<file path="src/rtl/vita_pkg.sv">
// Shared fifo36 line layout and arbiter state encoding for the VITA TX chain.
package vita_pkg;

   // fifo36 line: [31:0] payload, [32] SOF, [33] EOF, [35:34] occupancy
   localparam int FIFO36_SOF     = 32;
   localparam int FIFO36_EOF     = 33;
   localparam int FIFO36_OCC_LSB = 34;

   // Arbiter state encoding
   localparam logic [1:0] ST_IDLE   = 2'd0;
   localparam logic [1:0] ST_GRANT0 = 2'd1;
   localparam logic [1:0] ST_GRANT1 = 2'd2;

   typedef enum logic [1:0] {
      S_IDLE   = ST_IDLE,
      S_GRANT0 = ST_GRANT0,
      S_GRANT1 = ST_GRANT1
   } arb_state_e;

endpackage

</file>
<file path="src/rtl/vita_ctx_pkt_arbiter.sv">
// Packet-atomic two-source arbiter for the context-packet output of the TX chain.
// src0 (error/ack) has priority; a starvation counter forces one src1 (flow-control)
// packet after STARVE_LIMIT consecutive src0 packets granted while src1 waited.
//
// Handshake: a line moves on a channel when that channel's valid (src_rdy) and
// ready (dst_rdy) are both high at a rising clk edge; valid never depends on ready,
// and a granted source's ready is the downstream ready passed straight through.
module vita_ctx_pkt_arbiter
   import vita_pkg::*;
#(
   parameter int unsigned STARVE_LIMIT = 4,
   parameter int unsigned CNT_WIDTH    = 16
) (
   input  logic                 clk,
   input  logic                 reset,
   input  logic                 clear,
   input  logic [35:0]          data0_i,
   input  logic                 src0_rdy_i,
   output logic                 dst0_rdy_o,
   input  logic [35:0]          data1_i,
   input  logic                 src1_rdy_i,
   output logic                 dst1_rdy_o,
   output logic [35:0]          data_o,
   output logic                 src_rdy_o,
   input  logic                 dst_rdy_i,
   output logic [1:0]           grant_o,
   output logic [CNT_WIDTH-1:0] pkt_cnt0_o,
   output logic [CNT_WIDTH-1:0] pkt_cnt1_o
);

   // Starvation counter only needs to reach STARVE_LIMIT
   localparam int         SW         = (STARVE_LIMIT < 2) ? 1 : $clog2(STARVE_LIMIT + 1);
   localparam logic [SW-1:0] STARVE_MAX = SW'(STARVE_LIMIT);
   localparam bit         STARVE_EN  = (STARVE_LIMIT != 0);

   arb_state_e           state_q, state_d;
   logic [SW-1:0]        starve_q, starve_d;
   logic [CNT_WIDTH-1:0] cnt0_q, cnt0_d;
   logic [CNT_WIDTH-1:0] cnt1_q, cnt1_d;
   logic                 clr_pend_q, clr_pend_d;

   assign pkt_cnt0_o = cnt0_q;
   assign pkt_cnt1_o = cnt1_q;

   // Next-state, counter updates and the zero-latency output mux
   always_comb begin
      state_d    = state_q;
      starve_d   = starve_q;
      cnt0_d     = cnt0_q;
      cnt1_d     = cnt1_q;
      clr_pend_d = clr_pend_q;
      data_o     = '0;
      src_rdy_o  = 1'b0;
      dst0_rdy_o = 1'b0;
      dst1_rdy_o = 1'b0;
      grant_o    = 2'b00;

      case (state_q)
         S_IDLE: begin
            // Arbitration uses the pre-clear starvation count
            if (src1_rdy_i && STARVE_EN && (starve_q == STARVE_MAX)) begin
               state_d = S_GRANT1;
            end else if (src0_rdy_i) begin
               state_d = S_GRANT0;
            end else if (src1_rdy_i) begin
               state_d = S_GRANT1;
            end
            if (clear || clr_pend_q) begin
               cnt0_d     = '0;
               cnt1_d     = '0;
               starve_d   = '0;
               clr_pend_d = 1'b0;
            end
         end

         S_GRANT0: begin
            data_o     = data0_i;
            src_rdy_o  = src0_rdy_i;
            dst0_rdy_o = dst_rdy_i;
            grant_o    = 2'b01;
            // A clear during a packet waits for the next IDLE cycle
            if (clear) clr_pend_d = 1'b1;
            if (src0_rdy_i && dst_rdy_i && data0_i[FIFO36_EOF]) begin
               state_d = S_IDLE;
               cnt0_d  = cnt0_q + 1'b1;
               if (src1_rdy_i) begin
                  if (starve_q != STARVE_MAX) starve_d = starve_q + 1'b1;
               end else begin
                  starve_d = '0;
               end
            end
         end

         S_GRANT1: begin
            data_o     = data1_i;
            src_rdy_o  = src1_rdy_i;
            dst1_rdy_o = dst_rdy_i;
            grant_o    = 2'b10;
            if (clear) clr_pend_d = 1'b1;
            if (src1_rdy_i && dst_rdy_i && data1_i[FIFO36_EOF]) begin
               state_d  = S_IDLE;
               cnt1_d   = cnt1_q + 1'b1;
               starve_d = '0;
            end
         end

         default: state_d = S_IDLE;
      endcase
   end

   // State, counters and pending-clear registers; reset beats clear
   always_ff @(posedge clk) begin
      if (!reset) begin
         state_q    <= S_IDLE;
         starve_q   <= '0;
         cnt0_q     <= '0;
         cnt1_q     <= '0;
         clr_pend_q <= 1'b0;
      end else begin
         state_q    <= state_d;
         starve_q   <= starve_d;
         cnt0_q     <= cnt0_d;
         cnt1_q     <= cnt1_d;
         clr_pend_q <= clr_pend_d;
      end
   end

endmodule

</file>
<file path="config.mk">
export PLATFORM = sky130hd
export DESIGN_NAME = vita_ctx_pkt_arbiter
export DESIGN_NICKNAME = d
export VERILOG_FILES = /design/src/rtl/vita_pkg.sv /design/src/rtl/vita_ctx_pkt_arbiter.sv
export SDC_FILE = /design/constraint.sdc
export NUM_CORES = 1
export LEC_CHECK = 0
export CORE_MARGIN = 10
export CORE_UTILIZATION = 38
export DETAILED_ROUTE_END_ITERATION = 16
export PLACE_DENSITY = 0.78
export REMOVE_ABC_BUFFERS = 1
export SLEW_MARGIN = 20
export SYNTH_ARGS = -nofsm -noshare
export SYNTH_HDL_FRONTEND = slang
export SYNTH_SLANG_ARGS = --single-unit
</file>
<file path="constraint.sdc">
create_clock -name clk -period 3.08 [get_ports clk]
set_input_delay 0.77 -clock clk [delete_from_list [all_inputs] [get_ports clk]]
set_output_delay 0.77 -clock clk [all_outputs]
set_load 0.01 [all_outputs]
</file>
==> run summary <==
post-synth top area share: 29.7%
net switching power figure: 0.491 mW
P_leak: 1.38 nW
via/cell ratio: 5.51
1st-iter DRT viols: 135
Peak Freq: 336 MHz
cts bufs inserted: 5
post_cts resized: 0
non-filler cells in the finished layout: 548
Routed WL: 10.4 mm
FFs w/ async S/R, synth: 0%
via count: 3018
power share of the clock group: 22.6%
Post-Synthesis Cells: 323
DP Cell Count: 542
vias in the first global route: 2790
most frequent cells in the layout: clkdlybuf4s50_1, a22oi_1, dfxtp_1
Die Wd: 102 um
Layout area overhead: 66.9%
Area contributors post-synth: dfxtp_1, a22oi_1, nor2b_1, a21oi_1, o31ai_1
Root Buffer: clkbuf_8
Setup TNS Final: 0 ns
RSZ-0062 raised after global routing: false
layout cell share with drive strength beyond 1: 5.52%
Netlist cell types: 46
CP top delay family: buffers and inverters
number of placement rows: 29
# nets final: 560
Slew headroom: 60.3%
max-cap violations: 0
first drt pass iteration count: 4
Initial Utilization: 39.7%
Buf/Inv on CP: 3
Critical Path RT: 2.31 ns
Core Area: 6460 um2
IO Pins: 151
Comb power frac: 43.1%
register area share after synthesis: 29.7%
TritonCTS clock tree: yes
worst r2r src: state_q[0]
Crit path arrival time: 2.21 ns
Worst Hold Class: reg -> reg
critical path launch point: state_q[0]
CP startpoint kind: flop
top_reg_cell synth: dfxtp_1
Flop pwr share: 34.3%
Mapped Avg Cell Area: 7.94 um2
drc violations: 0
Hold Crit Start: pkt_cnt1_o[6]
Post-synth EDFFs: 0
Die Y-Extent: 102 um
# setup viols final: 0
Clock Sinks: 38
maximum clock path buffer count: 2
Antenna diodes: 0
CP Max Fanout: 28
DP HPWL: 8.19 mm
most common cell after layout, fill and taps aside: clkdlybuf4s50_1
worst setup path class: reg -> out
Total Routing Usage GR: 18.1%
Port Buf Inserts: 150
outcome: completed
period utilization: 96.7%
initial antenna violation count: 0
internal power: 1.01 mW
CTS H-tree lvls: 2
Switching Share: 32.6%
first-pass GRT wire length: 15.2 mm
Peak VDD IR: 0.223 mV
CP max-delay cell: clkdlybuf4s50_1
Power Density: 352 nW/um2
Post-Syn Area: 2560 um2
Max Slew Vio Count: 0
Max stage delay on crit path: 0.59 ns
Clock Latency Late Sink: 0.28 ns
DRT antenna net count: 0
Worst Setup End Kind: output port
drt wl/cell: 19.0 um
Overflow after GRT: 0
clk_skew: 0.00242 ns
Post-CTS Hold Buffers: 0
synthesized flop and latch total: 38
worst path cell trace: inv_1 > ha_1 > buf_4 > nor2b_1 > clkdlybuf4s50_1
Post-CTS Setup Repair Bufs: 0
GPL Wtd Cong: 0.872
Worst-Margin Slew: 0.593 ns
clk slew on worst S/H paths: 0.07 ns
largest net degree at the start of global routing: 39
Yosys top cell by area: dfxtp_1
Final min period: 2.98 ns
final hold violations: 0
total die area: 10400 um2
Synth warnings: 0
-- cells in the mapped netlist (2+ instances only) --
cell	n
a22oi_1	38
and3_1	3
nand2b_1	2
nand3_1	14
and2_1	3
or2_2	2
clkbuf_1	17
nand4_1	7
buf_1	2
a21o_1	2
dfxtp_1	38
o31ai_1	17
nand2_1	19
and4_1	2
o21ai_0	11
nor2_1	8
mux2i_1	3
nor2b_1	37
ha_1	10
a21oi_1	31
or3_1	6
or4_1	17
inv_1	11
-- layer usage --
metal	track usage [%]	part of all wire [%]	vias up	wire length, um
met5	0	0	-	0
met4	4.12	1.8	0	183
met3	4.86	6.2	12	642
met2	31.0	51	73	5320
met1	22.1	41	1416	4240
li1	-	-	1517	-
-- stage by stage --
stage               cell area [um2]  util (%)  setup slack [ns]  hold WS (ns)  power [mW]
finish                         4280      66.3             0.101         0.489        1.51
global route                   4280      66.3            0.0425         0.521        1.58
CTS                            4280      66.3             0.144         0.493        1.51
detailed placement             4200      65.0             0.172         0.482        1.17
global placement               4200      65.0             0.176         0.463        1.16
floorplan                      2480         -             0.121         0.464       0.843
-- final timing paths --
check	slack, ns	cells past startpoint	to
max reg2reg	0.61	7	pkt_cnt1_o[12]
max	0.10	5	data_o[15]
min reg2reg	0.49	2	pkt_cnt1_o[6]
min	0.49	2	pkt_cnt1_o[6]
-- worst min-delay path, stage by stage (launching register included) --
cell and delay (ns):
dfxtp_1 0.33, nand2_1 0.06, mux2i_1 0.05
-- cells by family (layout without fill, tap and decap cells) --
group,after synthesis,after routing,share of synthesized area [%]
buffers and inverters,32,180,5.03
XOR/XNOR,2,2,0.683
adder cells (fa/ha/maj),10,10,4.88
flip-flops,38,38,29.7
multiplexers,3,3,1.17
AO/OA/AOI/OAI,112,112,29.2
AND/OR/NAND/NOR,126,126,29.3
-- cell type report --
class	instances	area [um2]
Fill cell	559	2180
Multi-Input combinational cell	253	1670
Timing Repair Buffer	163	1620
Sequential cell	38	761
Clock buffer	6	82.6
Tap cell	77	96.3
Inverter	11	41.3
-- registers in the layout, indices dropped and copies added (netlist names) --
signal / cells
clr_pend_q: 1
starve_q: 3
state_q: 2
pkt_cnt0_o: 16
pkt_cnt1_o: 16
-- power groups by stage --
stage          Combinational (mW)  Sequential, mW  Clock (mW)
6_report                    0.649           0.516       0.340
5_1_grt                     0.700           0.517       0.367
4_1_cts                     0.650           0.515       0.349
3_5_place_dp                0.647           0.527           0
3_3_place_gp                0.636           0.527           0
2_1_floorplan               0.316           0.527           0
Power figures use the tool's default switching activity.
